===== config.mk =====
export PLATFORM = sky130hd
export DESIGN_NAME = vna_avg_multi
export DESIGN_NICKNAME = d
export VERILOG_FILES = /design/src/rtl/vna_avg_pkg.sv /design/src/rtl/vna_avg_chan.sv /design/src/rtl/vna_avg_multi.sv
export SDC_FILE = /design/constraint.sdc
export NUM_CORES = 1
export LEC_CHECK = 0
export ABC_AREA = 0
export CAP_MARGIN = 40
export CORE_UTILIZATION = 55
export CTS_CLUSTER_DIAMETER = 150
export DETAILED_ROUTE_END_ITERATION = 10
export HOLD_SLACK_MARGIN = 0.1
export PLACE_DENSITY_LB_ADDON = 0.25
export RECOVER_POWER = 50
export SLEW_MARGIN = 5
export SYNTH_ARGS = -nofsm -noshare
export SYNTH_HDL_FRONTEND = slang
export SYNTH_SLANG_ARGS = --single-unit
export TNS_END_PERCENT = 1

===== constraint.sdc =====
create_clock -name clock -period 6.6 [get_ports clock]
set_input_delay 1.98 -clock clock [delete_from_list [all_inputs] [get_ports clock]]
set_output_delay 1.98 -clock clock [all_outputs]
set_load 0.02 [all_outputs]

===== src/rtl/vna_avg_pkg.sv =====
`default_nettype none
// ============================================================================
// Module      : vna_avg_pkg
// Description : Shared types, constants and the round/saturate helper for the
//               multi-channel VNA I/Q averager.
// Revision    : 1.0 - initial release
// ============================================================================
package vna_avg_pkg;

    localparam int LOG2_AVG_W = 4;

    // Averager control states
    typedef enum logic [1:0] {
        IDLE  = 2'd0,
        ACCUM = 2'd1,
        ROUND = 2'd2,
        HOLD  = 2'd3
    } state_t;

    // Scaled result plus a flag telling whether it had to be clipped
    typedef struct packed {
        logic              sat;
        logic signed [63:0] val;
    } round_sat_t;

    // Divide by 2^k with round-half-up, then clip to a signed out_w-bit range.
    // The arithmetic shift floors, so adding half an LSB first rounds ties
    // toward +inf for both signs.
    function automatic round_sat_t round_sat(
        input logic signed [63:0]          sum,
        input logic [LOG2_AVG_W-1:0]       k,
        input int                          out_w
    );
        round_sat_t         res;
        logic signed [63:0] bias;
        logic signed [63:0] shifted;
        logic signed [63:0] hi;
        logic signed [63:0] lo;
        res     = '0;
        bias    = (k == '0) ? 64'sd0 : (64'sd1 <<< (k - 1'b1));
        shifted = (sum + bias) >>> k;
        hi      = (64'sd1 <<< (out_w - 1)) - 64'sd1;
        lo      = -(64'sd1 <<< (out_w - 1));
        if (shifted > hi) begin
            res.sat = 1'b1;
            res.val = hi;
        end else if (shifted < lo) begin
            res.sat = 1'b1;
            res.val = lo;
        end else begin
            res.sat = 1'b0;
            res.val = shifted;
        end
        return res;
    endfunction

endpackage
`default_nettype wire


===== src/rtl/vna_avg_chan.sv =====
`default_nettype none
// ============================================================================
// Module      : vna_avg_chan
// Description : One I/Q channel of the averager: two accumulators and the
//               round/saturate output register stage.
// Revision    : 1.0 - initial release
// ============================================================================
module vna_avg_chan
    import vna_avg_pkg::*;
#(
    parameter int IN_WIDTH  = 22,
    parameter int OUT_WIDTH = 24,
    parameter int ACC_WIDTH = 34
) (
    input  logic                        clock,
    input  logic                        reset_n,
    input  logic                        clear,
    input  logic                        add,
    input  logic                        load_out,
    input  logic [LOG2_AVG_W-1:0]       k,
    input  logic signed [IN_WIDTH-1:0]  in_i,
    input  logic signed [IN_WIDTH-1:0]  in_q,
    output logic signed [OUT_WIDTH-1:0] out_i,
    output logic signed [OUT_WIDTH-1:0] out_q,
    output logic                        out_sat
);

    logic signed [ACC_WIDTH-1:0] r_acc_i;
    logic signed [ACC_WIDTH-1:0] r_acc_q;
    logic signed [OUT_WIDTH-1:0] r_out_i;
    logic signed [OUT_WIDTH-1:0] r_out_q;
    logic                        r_out_sat;

    logic signed [ACC_WIDTH-1:0] w_ext_i;
    logic signed [ACC_WIDTH-1:0] w_ext_q;
    round_sat_t                  w_rs_i;
    round_sat_t                  w_rs_q;

    assign w_ext_i = ACC_WIDTH'(in_i);
    assign w_ext_q = ACC_WIDTH'(in_q);

    // Scaled view of the running sums, captured only while rounding
    always_comb begin
        w_rs_i = round_sat(64'(r_acc_i), k, OUT_WIDTH);
        w_rs_q = round_sat(64'(r_acc_q), k, OUT_WIDTH);
    end

    // Accumulate sign-extended samples; clear wins over add
    always_ff @(posedge clock or negedge reset_n) begin
        if (!reset_n) begin
            r_acc_i <= '0;
            r_acc_q <= '0;
        end else if (clear) begin
            r_acc_i <= '0;
            r_acc_q <= '0;
        end else if (add) begin
            r_acc_i <= r_acc_i + w_ext_i;
            r_acc_q <= r_acc_q + w_ext_q;
        end
    end

    // Output registers hold the last result until the next rounding step
    always_ff @(posedge clock or negedge reset_n) begin
        if (!reset_n) begin
            r_out_i   <= '0;
            r_out_q   <= '0;
            r_out_sat <= 1'b0;
        end else if (load_out) begin
            r_out_i   <= w_rs_i.val[OUT_WIDTH-1:0];
            r_out_q   <= w_rs_q.val[OUT_WIDTH-1:0];
            r_out_sat <= w_rs_i.sat | w_rs_q.sat;
        end
    end

    assign out_i   = r_out_i;
    assign out_q   = r_out_q;
    assign out_sat = r_out_sat;

endmodule
`default_nettype wire


===== src/rtl/vna_avg_multi.sv =====
`default_nettype none
// ============================================================================
// Module      : vna_avg_multi
// Description : Multi-channel coherent I/Q averager with runtime length,
//               round-half-up, saturation and valid/ready output.
// Revision    : 1.0 - initial release
// ============================================================================
module vna_avg_multi
    import vna_avg_pkg::*;
#(
    parameter int CHANNELS     = 2,
    parameter int IN_WIDTH     = 22,
    parameter int OUT_WIDTH    = 24,
    parameter int MAX_LOG2_AVG = 12,
    parameter int ACC_WIDTH    = IN_WIDTH + MAX_LOG2_AVG
) (
    input  logic                          clock,
    input  logic                          reset_n,
    input  logic                          vna,
    input  logic [LOG2_AVG_W-1:0]         log2_avg,
    input  logic                          start,
    input  logic                          in_valid,
    input  logic [CHANNELS*IN_WIDTH-1:0]  in_I,
    input  logic [CHANNELS*IN_WIDTH-1:0]  in_Q,
    output logic                          out_valid,
    input  logic                          out_ready,
    output logic [CHANNELS*OUT_WIDTH-1:0] out_I,
    output logic [CHANNELS*OUT_WIDTH-1:0] out_Q,
    output logic [CHANNELS-1:0]           out_sat,
    output logic                          busy
);

    // One extra bit so the counter can represent 2^MAX_LOG2_AVG
    localparam int CNT_W = MAX_LOG2_AVG + 1;

    state_t                  r_state;
    state_t                  w_next_state;
    logic [CNT_W-1:0]        r_cnt;
    logic [LOG2_AVG_W-1:0]   r_k;
    logic                    r_start_pending;

    logic                    w_clear;
    logic                    w_add;
    logic                    w_load;
    logic                    w_pend_next;
    logic                    w_last;
    logic [LOG2_AVG_W-1:0]   w_k_req;

    assign w_k_req = (int'(log2_avg) > MAX_LOG2_AVG) ? LOG2_AVG_W'(MAX_LOG2_AVG) : log2_avg;
    assign w_last  = ((r_cnt + CNT_W'(1)) == (CNT_W'(1) << r_k));

    // Next-state and per-cycle datapath controls; clear also re-latches k
    always_comb begin
        w_next_state = r_state;
        w_clear      = 1'b0;
        w_add        = 1'b0;
        w_load       = 1'b0;
        w_pend_next  = r_start_pending;
        if (!vna) begin
            w_next_state = IDLE;
            w_pend_next  = 1'b0;
        end else begin
            case (r_state)
                IDLE: begin
                    if (start) begin
                        w_next_state = ACCUM;
                        w_clear      = 1'b1;
                    end
                end
                ACCUM: begin
                    if (start) begin
                        // restart: the sample on this cycle is dropped
                        w_clear = 1'b1;
                    end else if (in_valid) begin
                        w_add = 1'b1;
                        if (w_last) begin
                            w_next_state = ROUND;
                        end
                    end
                end
                ROUND: begin
                    w_load       = 1'b1;
                    w_next_state = HOLD;
                end
                HOLD: begin
                    if (out_ready) begin
                        if (r_start_pending || start) begin
                            w_next_state = ACCUM;
                            w_clear      = 1'b1;
                            w_pend_next  = 1'b0;
                        end else begin
                            w_next_state = IDLE;
                        end
                    end else if (start) begin
                        w_pend_next = 1'b1;
                    end
                end
                default: w_next_state = IDLE;
            endcase
        end
    end

    // State, sample counter, latched length and deferred start request
    always_ff @(posedge clock or negedge reset_n) begin
        if (!reset_n) begin
            r_state         <= IDLE;
            r_cnt           <= '0;
            r_k             <= '0;
            r_start_pending <= 1'b0;
        end else begin
            r_state         <= w_next_state;
            r_start_pending <= w_pend_next;
            if (w_clear) begin
                r_cnt <= '0;
                r_k   <= w_k_req;
            end else if (w_add) begin
                r_cnt <= r_cnt + CNT_W'(1);
            end
        end
    end

    assign out_valid = (r_state == HOLD);
    assign busy      = (r_state != IDLE);

    for (genvar g = 0; g < CHANNELS; g++) begin : g_chan
        vna_avg_chan #(
            .IN_WIDTH  (IN_WIDTH),
            .OUT_WIDTH (OUT_WIDTH),
            .ACC_WIDTH (ACC_WIDTH)
        ) u_chan (
            .clock    (clock),
            .reset_n  (reset_n),
            .clear    (w_clear),
            .add      (w_add),
            .load_out (w_load),
            .k        (r_k),
            .in_i     (in_I[g*IN_WIDTH +: IN_WIDTH]),
            .in_q     (in_Q[g*IN_WIDTH +: IN_WIDTH]),
            .out_i    (out_I[g*OUT_WIDTH +: OUT_WIDTH]),
            .out_q    (out_Q[g*OUT_WIDTH +: OUT_WIDTH]),
            .out_sat  (out_sat[g])
        );
    end

endmodule
`default_nettype wire


==> out/results.ini, run 1 <==
[setup_path]
worstRegToRegCells=18
crit_type=register to register
critical_path_peak_fanout=35
capture_instance_of_the_worst_register_to_register_path=g_chan[0].u_chan.out_i[0]
critPathLaunchType=register
slowest_stage=sky130_fd_sc_hd__nor2_1
worst_ep_required_time_ps=7090
timing.critical_path.cells=nand2_1 > nor2_1 > ha_1 > a21o_1 > a21o_1 > a21oi_1 > nor2_1 > a211oi_1 > a211oi_1 > buf_4 > a211o_1 > a2111oi_0 > a311oi_1 > o221ai_1 > o21a_1 > buf_4 > a211oi_1 > o22a_1
worst_setup_path_end_kind=register
critical_path_arrival_ps=6520
rrSetupSlack_ps=570
max_stage_delay_ps=680
cp_common_cell=sky130_fd_sc_hd__a211oi_1
r2r_start=r_k[2]

[timing]
tns_ps=0
final_period_util_pct=91.3
minimum_clock_period_after_layout_ps=6030
worst_slew_pin_slew_ps=4080
slew-limit-headroom_pct=-172
top_achievable_clock_speed_ghz=0.166
timing.final.max_slew_violations=135
hold_viol=0
clock_skew_ps=31.2
grt_setup_unrepaired=false
finalSetupViolCount=0
timing.final.ws_setup_ps=571

[cts]
numCtsBuffers=30
cts-root-buf=sky130_fd_sc_hd__clkbuf_16
htree_levels=1
clock_network_latency_to_the_later_pin_of_the_worst_skew_pair_ps=620
clock_edge_transition_at_the_registers_on_the_reported_setup_and_hold_paths_ps=60
cts_hold_buf=0
postCtsResizedCells=0
cts_tree=built
postCtsSetupRepairBufs=0
cts-root-to-sink-buffers=3
clkSinkCount=254

[logic_synthesis]
synth.yosys.seq_area_share_pct=20.9
synth_edf_count=0
synth.top_cells.by_count=sky130_fd_sc_hd__nand2_1 (479), sky130_fd_sc_hd__a21oi_1 (412), sky130_fd_sc_hd__nor2_1 (392), sky130_fd_sc_hd__dfrtp_1 (254), sky130_fd_sc_hd__o21ai_0 (237)
synth_top_flop_cell=sky130_fd_sc_hd__dfrtp_1
synth.area.top_cells=sky130_fd_sc_hd__dfrtp_1 (21%), sky130_fd_sc_hd__a21oi_1 (6.8%), sky130_fd_sc_hd__ha_1 (6.7%)
synth.distinct_cells=110
synth_async_sr_flop_share_pct=100
synthesized_flop_and_latch_total=254
synthCells=4061
cell_with_the_most_instances_after_synthesis=sky130_fd_sc_hd__nand2_1
yosysWarnings=0
netlist.top_cell.by_area=sky130_fd_sc_hd__dfrtp_1
synth_area_um2=30400
syn_area_per_cell_um2=7.49
synth_top_cell_area_share_pct=20.9

[worst_hold_path]
worstHoldPathType=register to register
min-delay-start=g_chan[1].u_chan.out_q[23]
min_delay_worst_endpoint=g_chan[1].u_chan.out_q[23]
hold-path-cell-count=2

[die]
core-area_um2=54200
ioPinCount=198
floorplan.initialDensity_pct=56.1
die_x_um=237
dieHeight_um=237
die_area_um2=56300
placementRows=85

[routing]
wirelength_um=105000
post_drt_via_cell_ratio=6.64
count_of_vias_placed_by_the_detailed_router=31900
dr_wl_met2_um=42200
initialDrtViolationCount=4056
highest-signal-layer=met5
wl_met3_um=12700
met1_length_um=47100
remaining_drc_errors=0
pre_antenna_drt_iters=6
routed_length_per_placed_instance_um=21.8
antenna_violating_nets_post_route=0

[pwr]
pwr_density_cell_nw_per_um2=445
leakage_nw=14.2
worst_ir_drop_vdd_uv=345

[global_route]
pin_count_of_the_biggest_net_entering_global_routing=133
antenna_found_initial=4
global_route.overflow_total=0
first_pass_grt_wire_length_um=163000
first_global_vias=28200
grt_usage_pct=36.3

[place]
dpl.cell_count=4760
place.detailed.hpwl_um=79000
finalWeightedCongestion=1.06
place.port_buffers=197
place_ws_ps=111
cell_area_after_placement_um2=33000

[cells_and_area]
final_std_cells_w_o_fill=4814
final_net_count=4361
area_delta_synth_final_pct=11.9
final_core_util_pct=62.8
n_antenna_cell=0
finalInstanceArea_um2=34000
num-fill-cells=4847
fraction_of_layout_instances_using_a_drive_strength_above_1_pct=8.11

[flow_run]
drv_cap=2

[run_status]
failed_checks=capacitance limit, slew limit
run_status=finished, violations left

metal layers:
| metal | up-vias | global-route usage (%) |
|---|---|---|
| li1 | 15100 | - |
| met4 | 6 | 10.5 |
| met5 | - | 0 |
| met3 | 220 | 7.70 |
| met2 | 1782 | 51.3 |
| met1 | 14900 | 54.8 |
worst max-delay path by stage:
stage	start	to	slack, ps	cells past startpoint
finish	r_k[2]	g_chan[0].u_chan.out_i[0]	570	18
global route	r_k[2]	g_chan[1].u_chan.out_q[18]	360	17
CTS	in_I[1]	g_chan[0].u_chan.r_acc_i[33]	710	16
detailed placement	in_I[1]	g_chan[0].u_chan.r_acc_i[33]	110	16
global placement	in_I[1]	g_chan[0].u_chan.r_acc_i[33]	140	16
floorplan	r_k[0]	g_chan[1].u_chan.out_i[10]	710	24
through the flow:
step | hold WS [ps] | power, W
after floorplan | 457 | 0.00979
after global placement | 463 | 0.0129
after detailed placement | 471 | 0.0130
after CTS | 485 | 0.0148
after global routing | 513 | 0.0160
final | 476 | 0.0151
kinds of logic (layout without fill, tap and decap cells):
kind of cell / count (synthesis) / after routing / share of synthesized area, %
AOI/OAI and AO/OA: 1368 / 1368 / 29.8
xor gates and xnor gates: 255 / 255 / 7.39
adders and majority gates: 167 / 167 / 6.97
muxes: 195 / 195 / 7.46
and+or+nand+nor: 1428 / 1428 / 22.3
buffers and inverters: 393 / 447 / 5.23
DFF: 254 / 254 / 20.9
other: 1 / 4 / 0.0123
where the power goes:
part / total (W) / leakage [nW] / switching [W] / internal, W
sequential: 0.00306 / 3.19 / 0.000959 / 0.00210
combinational: 0.0103 / 10.6 / 0.00630 / 0.00401
clock: 0.00177 / 0.501 / 0.000726 / 0.00105
total: 0.0151 / 14.2 / 0.00798 / 0.00716
worst max-delay path, delay by kind of cell, from the launching register on:
family	cells	cell delay [ps]
AOI/OAI and AO/OA	12	3200
adders and majority gates	1	430
buffers and inverters	2	410
DFF	1	670
and+or+nand+nor	3	1160
sequential cells by signal, summed over array words and instances (netlist names):
signal                 cells
g_chan.u_chan.out_i       48
g_chan.u_chan.out_q       48
g_chan.u_chan.out_sat      2
g_chan.u_chan.r_acc_i     68
g_chan.u_chan.r_acc_q     68
r_cnt                     13
r_k                        4
r_start_pending            1
r_state                    2
layout make-up:
cell class,instances,area [um^2],share of cell area (%)
sequential,254,6370,18.7
multi-input combinational,3417,22500,66.2
tap,696,871,2.56
clock inverter,15,200,0.588
clock buffer,39,836,2.46
timing repair buffer,309,2910,8.54
inverter,84,322,0.945
cell usage in the layout, fill, tap and decap left out, drive strengths merged, types with 40 or more instances in the layout:
cell	n
o21ai	252
ha	163
clkdlybuf4s50	147
a21o	81
o211ai	71
dfrtp	254
clkbuf	40
nor3	82
and3	56
inv	86
xor2	85
mux2	55
a211oi	85
nand2	480
a31oi	54
o22a	57
nor2	393
a21oi	412
dlygate4sd3	49
xnor2	169
o21a	40
buf	112
nand3	109
mux2i	120
Note: power is estimated with default switching activity, not from simulation.
==> run 2, diff against run 1 <==
--- a/config.mk
+++ b/config.mk
@@ -6,7 +6,9 @@
 export NUM_CORES = 1
 export LEC_CHECK = 0
 export ABC_AREA = 0
+export ABC_CLOCK_PERIOD_IN_PS = 6900
 export CAP_MARGIN = 40
+export CORE_MARGIN = 2
 export CORE_UTILIZATION = 55
 export CTS_CLUSTER_DIAMETER = 150
 export DETAILED_ROUTE_END_ITERATION = 10
==> constraint.sdc (replaced) <==
create_clock -name clock -period 6.9 [get_ports clock]
set_input_delay 2.07 -clock clock [delete_from_list [all_inputs] [get_ports clock]]
set_output_delay 2.07 -clock clock [all_outputs]
set_load 0.02 [all_outputs]
==> run 2 against run 1 <==
Compared with the run above:
- the flow still finishes with violations (capacitance limit, slew limit)
- die area rose by 1.7%
- combinational power fell by 4%
- fmax shrank 2.8%
- clock power down 4%
- clock-buffer cell count fell by 4
- worst setup slack improved by 130 ps
- final area barely moved
- non-clock buffer count is 3 lower
- register-to-register slack gained 130 ps
- routed wire length is 1.8% higher
- core utilization is 0.75 points lower
- sequential share of layout area about the same
==> out/results.ini, run 2 (synthesized netlist as in run 1, its figures left out) <==
[timing]
final_period_util_pct=89.9  ; -1.5 points
clock_skew_ps=46.0  ; +14.8 ps
worst_slew_pin_slew_ps=3360  ; -725 ps
grt_setup_unrepaired=false
slew-limit-headroom_pct=-124  ; +48 points
hold_viol=0  ; unchanged
finalSetupViolCount=0  ; unchanged
minimum_clock_period_after_layout_ps=6200  ; +172 ps
tns_ps=0  ; unchanged
timing.final.max_slew_violations=223  ; +65%
top_achievable_clock_speed_ghz=0.161  ; -2.8%

[cts]
clkSinkCount=254  ; unchanged
htree_levels=1  ; unchanged
cts-root-buf=sky130_fd_sc_hd__clkbuf_16
clock_edge_transition_at_the_registers_on_the_reported_setup_and_hold_paths_ps=60  ; about the same
clock_network_latency_to_the_later_pin_of_the_worst_skew_pair_ps=630  ; about the same
postCtsResizedCells=0  ; unchanged
cts-root-to-sink-buffers=3  ; unchanged
cts_tree=built
postCtsSetupRepairBufs=0  ; unchanged
numCtsBuffers=30  ; unchanged
cts_hold_buf=0  ; unchanged

[cells_and_area]
largestRegisters=g_chan.u_chan.r_acc_i: 68 flops, g_chan.u_chan.r_acc_q: 68 flops
area_delta_synth_final_pct=11.8  ; about the same
mostFrequentLayoutCell=sky130_fd_sc_hd__nand2_1
commonest_cells_after_routing_fill_and_taps_aside=sky130_fd_sc_hd__nand2_1 (479), sky130_fd_sc_hd__a21oi_1 (411), sky130_fd_sc_hd__nor2_1 (392)
final_net_count=4358  ; -0.069%
fraction_of_layout_instances_using_a_drive_strength_above_1_pct=8.14  ; +0.028 points

[setup_path]
critPathLaunchType=register
critical_path_peak_fanout=39  ; +11%
worst_setup_path_end_kind=register
timing.critical_path.cells=nand2_1 > buf_4 > nor2_1 > buf_4 > ha_1 > a31o_2 > a21o_1 > a31oi_1 > nand3_1 > nand3_1 > a21boi_0 > a2111oi_0 > o311ai_1 > nor4_1 > o2bb2ai_1 > nor2_1 > buf_4 > a21oi_1
crit_type=register to register
worst_ep_required_time_ps=7410  ; +320 ps
slowest_stage=sky130_fd_sc_hd__dfrtp_4
max_stage_delay_ps=730  ; +50 ps
cp_common_cell=sky130_fd_sc_hd__buf_4
critical_path_arrival_ps=6710  ; +190 ps

[pwr]
design_power_total_w=0.0146  ; -3.6%
pwr_density_cell_nw_per_um2=429  ; -3.6%
worst_ir_drop_vdd_uv=248  ; -28%
leakage_nw=14.2  ; -0.15%

[place]
place.port_buffers=197  ; unchanged
finalWeightedCongestion=1.08  ; +1.9%
place.detailed.hpwl_um=79900  ; +1.2%

[flow_run]
drv_cap=3  ; +1

[routing]
wirelength_um=107000  ; +1.8%
antenna_violating_nets_post_route=0  ; unchanged
count_of_vias_placed_by_the_detailed_router=32200  ; +0.85%
remaining_drc_errors=0  ; unchanged
initialDrtViolationCount=3939  ; -2.9%
post_drt_via_cell_ratio=6.68  ; +0.68%
routed_length_per_placed_instance_um=22.1  ; +1.6%
pre_antenna_drt_iters=8  ; +2

[die]
floorplan.initialDensity_pct=55.4  ; -0.65 points
core-area_um2=54900  ; +1.2%
die_x_um=239  ; +0.84%
ioPinCount=198  ; unchanged
dieHeight_um=239  ; +0.84%
placementRows=86  ; +1.2%
die_area_um2=57200  ; +1.7%

[global_route]
first_pass_grt_wire_length_um=166000  ; +1.6%
grt_usage_pct=36.5  ; +0.23 points
antenna_found_initial=4  ; unchanged
first_global_vias=28500  ; +1.0%
global_route.overflow_total=0  ; unchanged
pin_count_of_the_biggest_net_entering_global_routing=111  ; -17%

[run_status]
failed_checks=capacitance limit, slew limit
run_status=finished, violations left

[worst_hold_path]
worstHoldPathType=register to register

==> run 2: cell count changes in the layout (fill, tap and decap cells not counted), sizes merged <==
| cell | previous run | this run |
|---|---|---|
| clkinv | 6 | 11 |
| buf | 112 | 108 |
| clkbuf | 40 | 37 |
| clkdlybuf4s50 | 147 | 150 |
| dlygate4sd3 | 49 | 46 |
| diode | 0 | 2 |
==> run 2: worst paths after layout <==
check / start / to / cells after the start / slack (ps)
setup / recovery: r_k[0] / g_chan[0].u_chan.out_q[9] / 18 / 700
hold / removal: g_chan[1].u_chan.out_q[23] / g_chan[1].u_chan.out_q[23] / 2 / 480
setup reg to reg: r_k[0] / g_chan[0].u_chan.out_q[9] / 18 / 700
hold reg to reg: g_chan[1].u_chan.out_q[23] / g_chan[1].u_chan.out_q[23] / 2 / 480
max in group asynchronous: reset_n / g_chan[1].u_chan.r_acc_q[13] / 2 / 1740
min in group asynchronous: reset_n / g_chan[0].u_chan.out_q[9] / 1 / 1420
==> run 2: power by group <==
part           internal (W)  leakage, nW  switching, W
clock              0.000983        0.507      0.000718
sequential          0.00201         3.19      0.000964
combinational       0.00388         10.5       0.00604
==> run 2: metal layers <==
layer	GRT usage, %	wire [um]	vias to the layer above
li1	-	-	15000
met1	53.8	47200	15100
met2	51.6	42900	1837
met3	8.90	12900	244
met4	12.3	3840	6
met5	0	41	-
==> run 2: area by class of cell <==
type | instances | area (um^2)
Multi-Input combinational cell | 3417 | 22500
Sequential cell | 254 | 6370
Fill cell | 5019 | 20800
Tap cell | 704 | 881
Clock buffer | 35 | 800
Antenna cell | 2 | 5.00
Inverter | 84 | 323
Timing Repair Buffer | 306 | 2880
Clock inverter | 20 | 241
==> run 2: per-stage QoR <==
step	util [%]	cell area, um^2	setup WS (ps)	std cells	hold slack (ps)
detailed placement	60.1	33000	408	4765	471
floorplan	-	30400	1010	4064	457
global route	62.0	34000	452	4820	519
global placement	60.1	33000	396	4763	464
finish	62.0	34000	699	4822	480
CTS	62.0	34000	913	4820	485
==> run 2: critical path, delay by kind of cell, from the launching register on <==
kind | cells | cell delay [ps]
AO/OA/AOI/OAI | 8 | 2180
adder cells (fa/ha/maj) | 1 | 320
buffers and inverters | 3 | 800
flip-flops | 1 | 730
AND/OR/NAND/NOR | 6 | 2000
